$ cat src/rtl/button_event_conditioner_if.sv
// Button conditioner bus: raw pins and acks in; debounced level,
// sticky interrupt/overrun flags and lowest-pending encoding out.
interface button_event_conditioner_if #(
  parameter int CHANNELS = 20
);
  logic [CHANNELS-1:0] btn_raw;
  logic [CHANNELS-1:0] ack;
  logic [CHANNELS-1:0] level;
  logic [CHANNELS-1:0] interrupt;
  logic [CHANNELS-1:0] overrun;
  logic                irq_valid;
  logic [4:0]          irq_id;

  modport master (
    output btn_raw,
    output ack,
    input  level,
    input  interrupt,
    input  overrun,
    input  irq_valid,
    input  irq_id
  );

  modport slave (
    input  btn_raw,
    input  ack,
    output level,
    output interrupt,
    output overrun,
    output irq_valid,
    output irq_id
  );
endinterface

$ cat src/rtl/button_event_conditioner.sv
// Sync + debounce raw buttons, latch sticky press interrupts.
// Ports: clk, rst_n (async low), bus (slave: btn_raw/ack in, flags out).
module button_event_conditioner #(
  parameter int CHANNELS        = 20,
  parameter int DEBOUNCE_CYCLES = 16,
  parameter int ACTIVE_LOW      = 1
) (
  input  logic                         clk,
  input  logic                         rst_n,
  button_event_conditioner_if.slave    bus
);
  localparam int CW = $clog2(DEBOUNCE_CYCLES);
  localparam logic [CW-1:0] TERM =
    CW'(DEBOUNCE_CYCLES - 1);
  localparam logic [CHANNELS-1:0] SYNC_RST =
    (ACTIVE_LOW != 0) ? '1 : '0;

  logic [CHANNELS-1:0] sync1;
  logic [CHANNELS-1:0] sync2;
  logic [CHANNELS-1:0] level_q;
  logic [CHANNELS-1:0] int_q;
  logic [CHANNELS-1:0] ovr_q;
  logic [CW-1:0]       cnt_q [CHANNELS];

  logic [CHANNELS-1:0] pressed;
  logic [CHANNELS-1:0] differ;
  logic [CHANNELS-1:0] term;
  logic [CHANNELS-1:0] press;
  logic [4:0]          id;

  // Sync flops hold the raw pin, so they reset to "released".
  assign pressed = (ACTIVE_LOW != 0) ? ~sync2 : sync2;
  assign differ  = pressed ^ level_q;

  always_comb begin
    term = '0;
    for (int i = 0; i < CHANNELS; i++)
      term[i] = (cnt_q[i] == TERM);
  end

  // Press fires on the same edge that level rises.
  assign press = differ & term & pressed;

  always_ff @(posedge clk or negedge rst_n) begin
    if (!rst_n) begin
      sync1   <= SYNC_RST;
      sync2   <= SYNC_RST;
      level_q <= '0;
      int_q   <= '0;
      ovr_q   <= '0;
      for (int i = 0; i < CHANNELS; i++)
        cnt_q[i] <= '0;
    end else begin
      sync1   <= bus.btn_raw;
      sync2   <= sync1;
      level_q <= level_q ^ (differ & term);
      int_q   <= press | (int_q & ~bus.ack);
      ovr_q   <= (ovr_q | (press & int_q))
                 & ~bus.ack;
      for (int i = 0; i < CHANNELS; i++) begin
        if (!differ[i] || term[i])
          cnt_q[i] <= '0;
        else
          cnt_q[i] <= cnt_q[i] + 1'b1;
      end
    end
  end

  always_comb begin
    id = '0;
    for (int i = CHANNELS - 1; i >= 0; i--)
      if (int_q[i]) id = 5'(i);
  end

  assign bus.level     = level_q;
  assign bus.interrupt = int_q;
  assign bus.overrun   = ovr_q;
  assign bus.irq_valid = |int_q;
  assign bus.irq_id    = id;
endmodule

$ cat src/flat_wrapper.sv
// flat-port wrapper written by rule: the top's interface ports become plain ports
module button_event_conditioner_flat 
#(
  parameter int CHANNELS        = 20,
  parameter int DEBOUNCE_CYCLES = 16,
  parameter int ACTIVE_LOW      = 1
)
  (clk, rst_n, bus_btn_raw, bus_ack, bus_level, bus_interrupt, bus_overrun, bus_irq_valid, bus_irq_id);
  button_event_conditioner_if #(.CHANNELS(CHANNELS)) bus_i ();
  input  logic clk;
  input  logic rst_n;
  input wire logic [$bits(bus_i.btn_raw)-1:0] bus_btn_raw;
  input wire logic [$bits(bus_i.ack)-1:0] bus_ack;
  output wire logic [$bits(bus_i.level)-1:0] bus_level;
  output wire logic [$bits(bus_i.interrupt)-1:0] bus_interrupt;
  output wire logic [$bits(bus_i.overrun)-1:0] bus_overrun;
  output wire logic [$bits(bus_i.irq_valid)-1:0] bus_irq_valid;
  output wire logic [$bits(bus_i.irq_id)-1:0] bus_irq_id;
  assign bus_i.btn_raw = bus_btn_raw;
  assign bus_i.ack = bus_ack;
  assign bus_level = bus_i.level;
  assign bus_interrupt = bus_i.interrupt;
  assign bus_overrun = bus_i.overrun;
  assign bus_irq_valid = bus_i.irq_valid;
  assign bus_irq_id = bus_i.irq_id;
  button_event_conditioner #(.CHANNELS(CHANNELS), .DEBOUNCE_CYCLES(DEBOUNCE_CYCLES), .ACTIVE_LOW(ACTIVE_LOW)) u_core (.clk(clk), .rst_n(rst_n), .bus(bus_i));
endmodule
$ cat config.mk
export PLATFORM = sky130hd
export DESIGN_NAME = button_event_conditioner_flat
export DESIGN_NICKNAME = d
export VERILOG_FILES = /design/src/rtl/button_event_conditioner_if.sv /design/src/rtl/button_event_conditioner.sv /design/src/flat_wrapper.sv
export SDC_FILE = /design/constraint.sdc
export NUM_CORES = 1
export LEC_CHECK = 0
export ABC_CLOCK_PERIOD_IN_PS = 2650
export CAP_MARGIN = 15
export CORE_ASPECT_RATIO = 1.5
export CORE_MARGIN = 5
export CORE_UTILIZATION = 55
export DETAILED_ROUTE_END_ITERATION = 10
export HOLD_SLACK_MARGIN = 0.06
export PLACE_DENSITY_LB_ADDON = 0.15
export SYNTH_ARGS = -nofsm -noshare
export SYNTH_HDL_FRONTEND = slang
export SYNTH_SLANG_ARGS = --single-unit
$ cat constraint.sdc
create_clock -name clk -period 2.65 [get_ports clk]
set_input_delay 0.3975 -clock clk [delete_from_list [all_inputs] [get_ports clk]]
set_output_delay 0.3975 -clock clk [all_outputs]
set_load 0.01 [all_outputs]
==> summary.md <==
| Metric | Value |
|---|---|
| Hold Path Class | `register to register` |
| DIE AREA | `between 0.01 and 0.015 mm²` |
| Crit path required time | `around 2.3 ns` |
| Largest net degree at the start of global routing | `70` |
| Setup violations, final | `0` |
| Multi-input gate area | `~0.0022 mm²` |
| Peak Freq | `just under 0.4 GHz` |
| Worst-Skew Late Latency | `about 0.42 ns` |
| Maximum VDD drop | `around 0.45 mV` |
| Final worst-path setup slack | `between 0.08 and 0.09 ns` |
| WS Path Type | `register to output port` |
| Clock Sinks | `180` |
| Mapped cell area | `0.00692 mm²` |
| Max H-tree Level | `4` |
| DR iter-0 viols | `177` |
| Post-DR vias/cell | `just over 5` |
| CTS tree | `yes` |
| Final WL | `about 14000 µm` |
| Total Routing Usage GR | `0.197` |
| Detailed placer's ending HPWL | `around 10000 µm` |
| CP Capture Type | `output port` |
| Fillers | `860` |
| Max transition margin | `0.670` |
| Worst hold path depth | `0` |
| CTS Buf Count | `17` |
| Critical-path cell list | `nand2b_1 -> a221oi_1 -> nor4_1 -> o2bb2ai_1 -> clkdlybuf4s50_1` |
| Minimum clock period | `between 2 and 3 ns` |
| Pwr dens | `667 mW/mm²` |
| DRC viols | `0` |
| Initial Utilization | `0.559` |
| Final GP Congestion | `slightly below 0.9` |
| Initial antenna violation count | `0` |
| Area grow syn2layout | `28.4%` |
| Syn Nets | `between 600 and 700` |
| Dpl ws | `between 0.3 and 0.4 ns` |
| Die width | `between 100 and 150 µm` |
| CORE AREA | `about 0.012 mm²` |
| Share of cells above drive strength 1 | `0.110` |
| Total power | `~0.006 W` |
| Min Hold Slack | `~0.35 ns` |
| Clock skew | `slightly above 0.008 ns` |
| Nets | `785` |
| Max incr delay on CP | `roughly 0.57 ns` |
| Number of global-route vias before repair | `4906` |
| Total iterations of the first detailed-routing run | `4` |
| WL/cell | `15.5 µm` |
| Vias | `between 4k and 5k` |
| Max-slew violations | `0` |
| Die Y | `around 150 µm` |
| CTS Buffer Depth | `2` |
| Register area | `roughly 0.0046 mm²` |
| Root Buffer | `clkbuf_16` |
| Final Cycle Share | `0.969` |
| CP Launch Type | `register` |
| RSZ-0062 raised after global routing | `no` |
| Slowest cell on crit path | `clkdlybuf4s50_1` |
| Cell depth of the worst flop-to-flop path | `5` |
| Post-route antenna net violation count | `0` |
| MaxCap Viol Count | `0` |
| P_leak | `about 4.2 nW` |
| Slew @ Worst Pin | `0.487 ns` |
| Post-synthesis average cell area | `11.7 µm²` |
| Crit path DAT | `2.17 ns` |
| Sequential share of the synthesized area | `0.658` |
| Fin. Hold Viols | `0` |
| I/O pins | `between 100 and 150` |
| Synth warnings | `0` |
| Inserted Diodes | `0` |
| Critical path peak fanout | `6` |
| Setup bufs post-CTS | `0` |
| Buffers on Ports | `around 110` |
| Grt total ovfl | `0` |
| Synth unique cells | `27` |
| First-pass GRT wire length | `around 23000 µm` |
| Yosys reg bits | `180` |
| Outcome | `finished, final reports clean` |
| Reg clk slew, reported paths | `about 0.070 ns` |
| Post-synthesis cell count | `a little under 600` |
| Std cell rows | `50` |
| Setup TNS Final | `0 ns` |
==> routing by layer <==
metal	vias to the layer above	GRT usage	wire [µm]
li1	2227	-	-
met1	2211	0.237	5430
met2	130	0.325	7070
met3	20	0.0661	1070
met4	0	0.0739	289
met5	-	0	0
==> metrics by stage <==
| step | cell area, µm² | std cells | util |
|---|---|---|---|
| 2_1_floorplan | 6920 | 593 | - |
| 3_3_place_gp | 8220 | 859 | 0.664 |
| 3_5_place_dp | 8220 | 859 | 0.664 |
| 4_1_cts | 8890 | 892 | 0.717 |
| 5_1_grt | 8890 | 892 | 0.718 |
| 6_report | 8890 | 892 | 0.718 |
==> cell type report <==
class | instances | share of cell area
Sequential cell | 180 | 0.513
Timing Repair Buffer | 111 | 0.125
Multi-Input combinational cell | 373 | 0.251
Clock buffer | 18 | 0.0494
Tap cell | 156 | 0.0220
Clock inverter | 14 | 0.0224
Inverter | 40 | 0.0169
==> critical path, delay by kind of cell (launching register included) <==
kind / cells / cell delay (ns)
AOI/OAI and AO/OA: 2 / 0.48
buffers and inverters: 1 / 0.57
DFF: 1 / 0.43
and+or+nand+nor: 2 / 0.27
==> timing repair <==
item | CTS | global route
hold buffers | 1 | 0
setup endpoints to repair | 2 | 1
endpoints found under the hold margin | 36 | 0
gates resized for setup | 4 | 1
==> where the power goes <==
part | switching (W) | internal (W) | leakage [nW]
clock network | 0.00106 | 0.00162 | 0.305
logic | 0.000156 | 0.000144 | 1.56
registers | 0.0000771 | 0.00288 | 2.32
==> cells in the mapped netlist <==
cell | number | share of area
o2bb2ai_1 | 1 | 0.0013
xnor2_1 | 20 | 0.025
o31ai_1 | 1 | 0.0011
o211ai_1 | 2 | 0.0022
a21oi_1 | 23 | 0.017
ha_1 | 20 | 0.036
nor2_1 | 106 | 0.057
o311ai_1 | 1 | 0.0013
a211oi_1 | 1 | 0.0011
dfrtp_1 | 140 | 0.51
a21o_2 | 1 | 0.0013
nand4_1 | 1 | 0.00090
inv_1 | 40 | 0.022
a221oi_1 | 1 | 0.0013
a2111oi_2 | 1 | 0.0022
xor2_1 | 40 | 0.051
and2_1 | 1 | 0.00090
nor4_1 | 6 | 0.0054
nor4_2 | 2 | 0.0036
dfstp_2 | 40 | 0.15
nand3_1 | 42 | 0.030
a21o_1 | 10 | 0.011
o21bai_1 | 9 | 0.0098
nand2_1 | 21 | 0.011
o21ai_0 | 21 | 0.015
nor3_1 | 21 | 0.015
nand2b_1 | 21 | 0.019
==> layout by cell type (no fill, tap or decap), types with 2 or more instances in the layout <==
master           Yosys  layout
o211ai_1             2       2
a21oi_1             23      23
dlygate4sd2_1        0       2
dfstp_2             40      40
nor3_1              21      21
clkinvlp_4           0       3
a21o_1              10      10
nor4_4               0       2
nand2_1             21      21
nand2b_1            21      21
dfrtp_1            140     139
inv_6                0       2
buf_4                0       2
inv_1               40      40
nand3_1             42      42
clkinv_4             0       2
clkinv_2             0       2
xor2_1              40      40
o21ai_0             21      21
nor2_1             106     106
nor4_1               6       6
o21bai_1             9       9
xnor2_1             20      20
clkbuf_16            0      17
ha_1                20      20
clkdlybuf4s50_1      0     104
bufinv_16            0       4
==> path summary, 6_finish.rpt <==
| path | from | endpoint | slack (ns) |
|---|---|---|---|
| worst min-delay path | u_core.sync1[16]$_DFF_PN1_ | u_core.sync2[16]$_DFF_PN1_ | 0.35 |
| worst max register to register | u_core.cnt_q[40]$_DFF_PN0_ | u_core.bus.overrun[9]$_DFF_PN0_ | 1.25 |
| max in group asynchronous | rst_n | u_core.sync1[12]$_DFF_PN1_ | 1.34 |
| worst min register to register | u_core.sync1[16]$_DFF_PN1_ | u_core.sync2[16]$_DFF_PN1_ | 0.35 |
| min in group asynchronous | rst_n | u_core.cnt_q[14]$_DFF_PN0_ | 0.48 |
| worst max-delay path | u_core.bus.interrupt[18]$_DFF_PN0_ | bus_irq_id[0] | 0.08 |
==> kinds of logic (layout without fill, tap and decap cells) <==
| kind of cell | after synthesis | after routing | synth area share |
|---|---|---|---|
| adder cells (fa/ha/maj) | 20 | 20 | 0.0362 |
| XOR/XNOR | 60 | 60 | 0.0759 |
| buffers and inverters | 40 | 183 | 0.0217 |
| AND/OR/NAND/NOR | 221 | 221 | 0.144 |
| AO/OA/AOI/OAI | 72 | 72 | 0.0640 |
| flip-flops | 180 | 180 | 0.658 |
(Power assumes the default switching activity.)
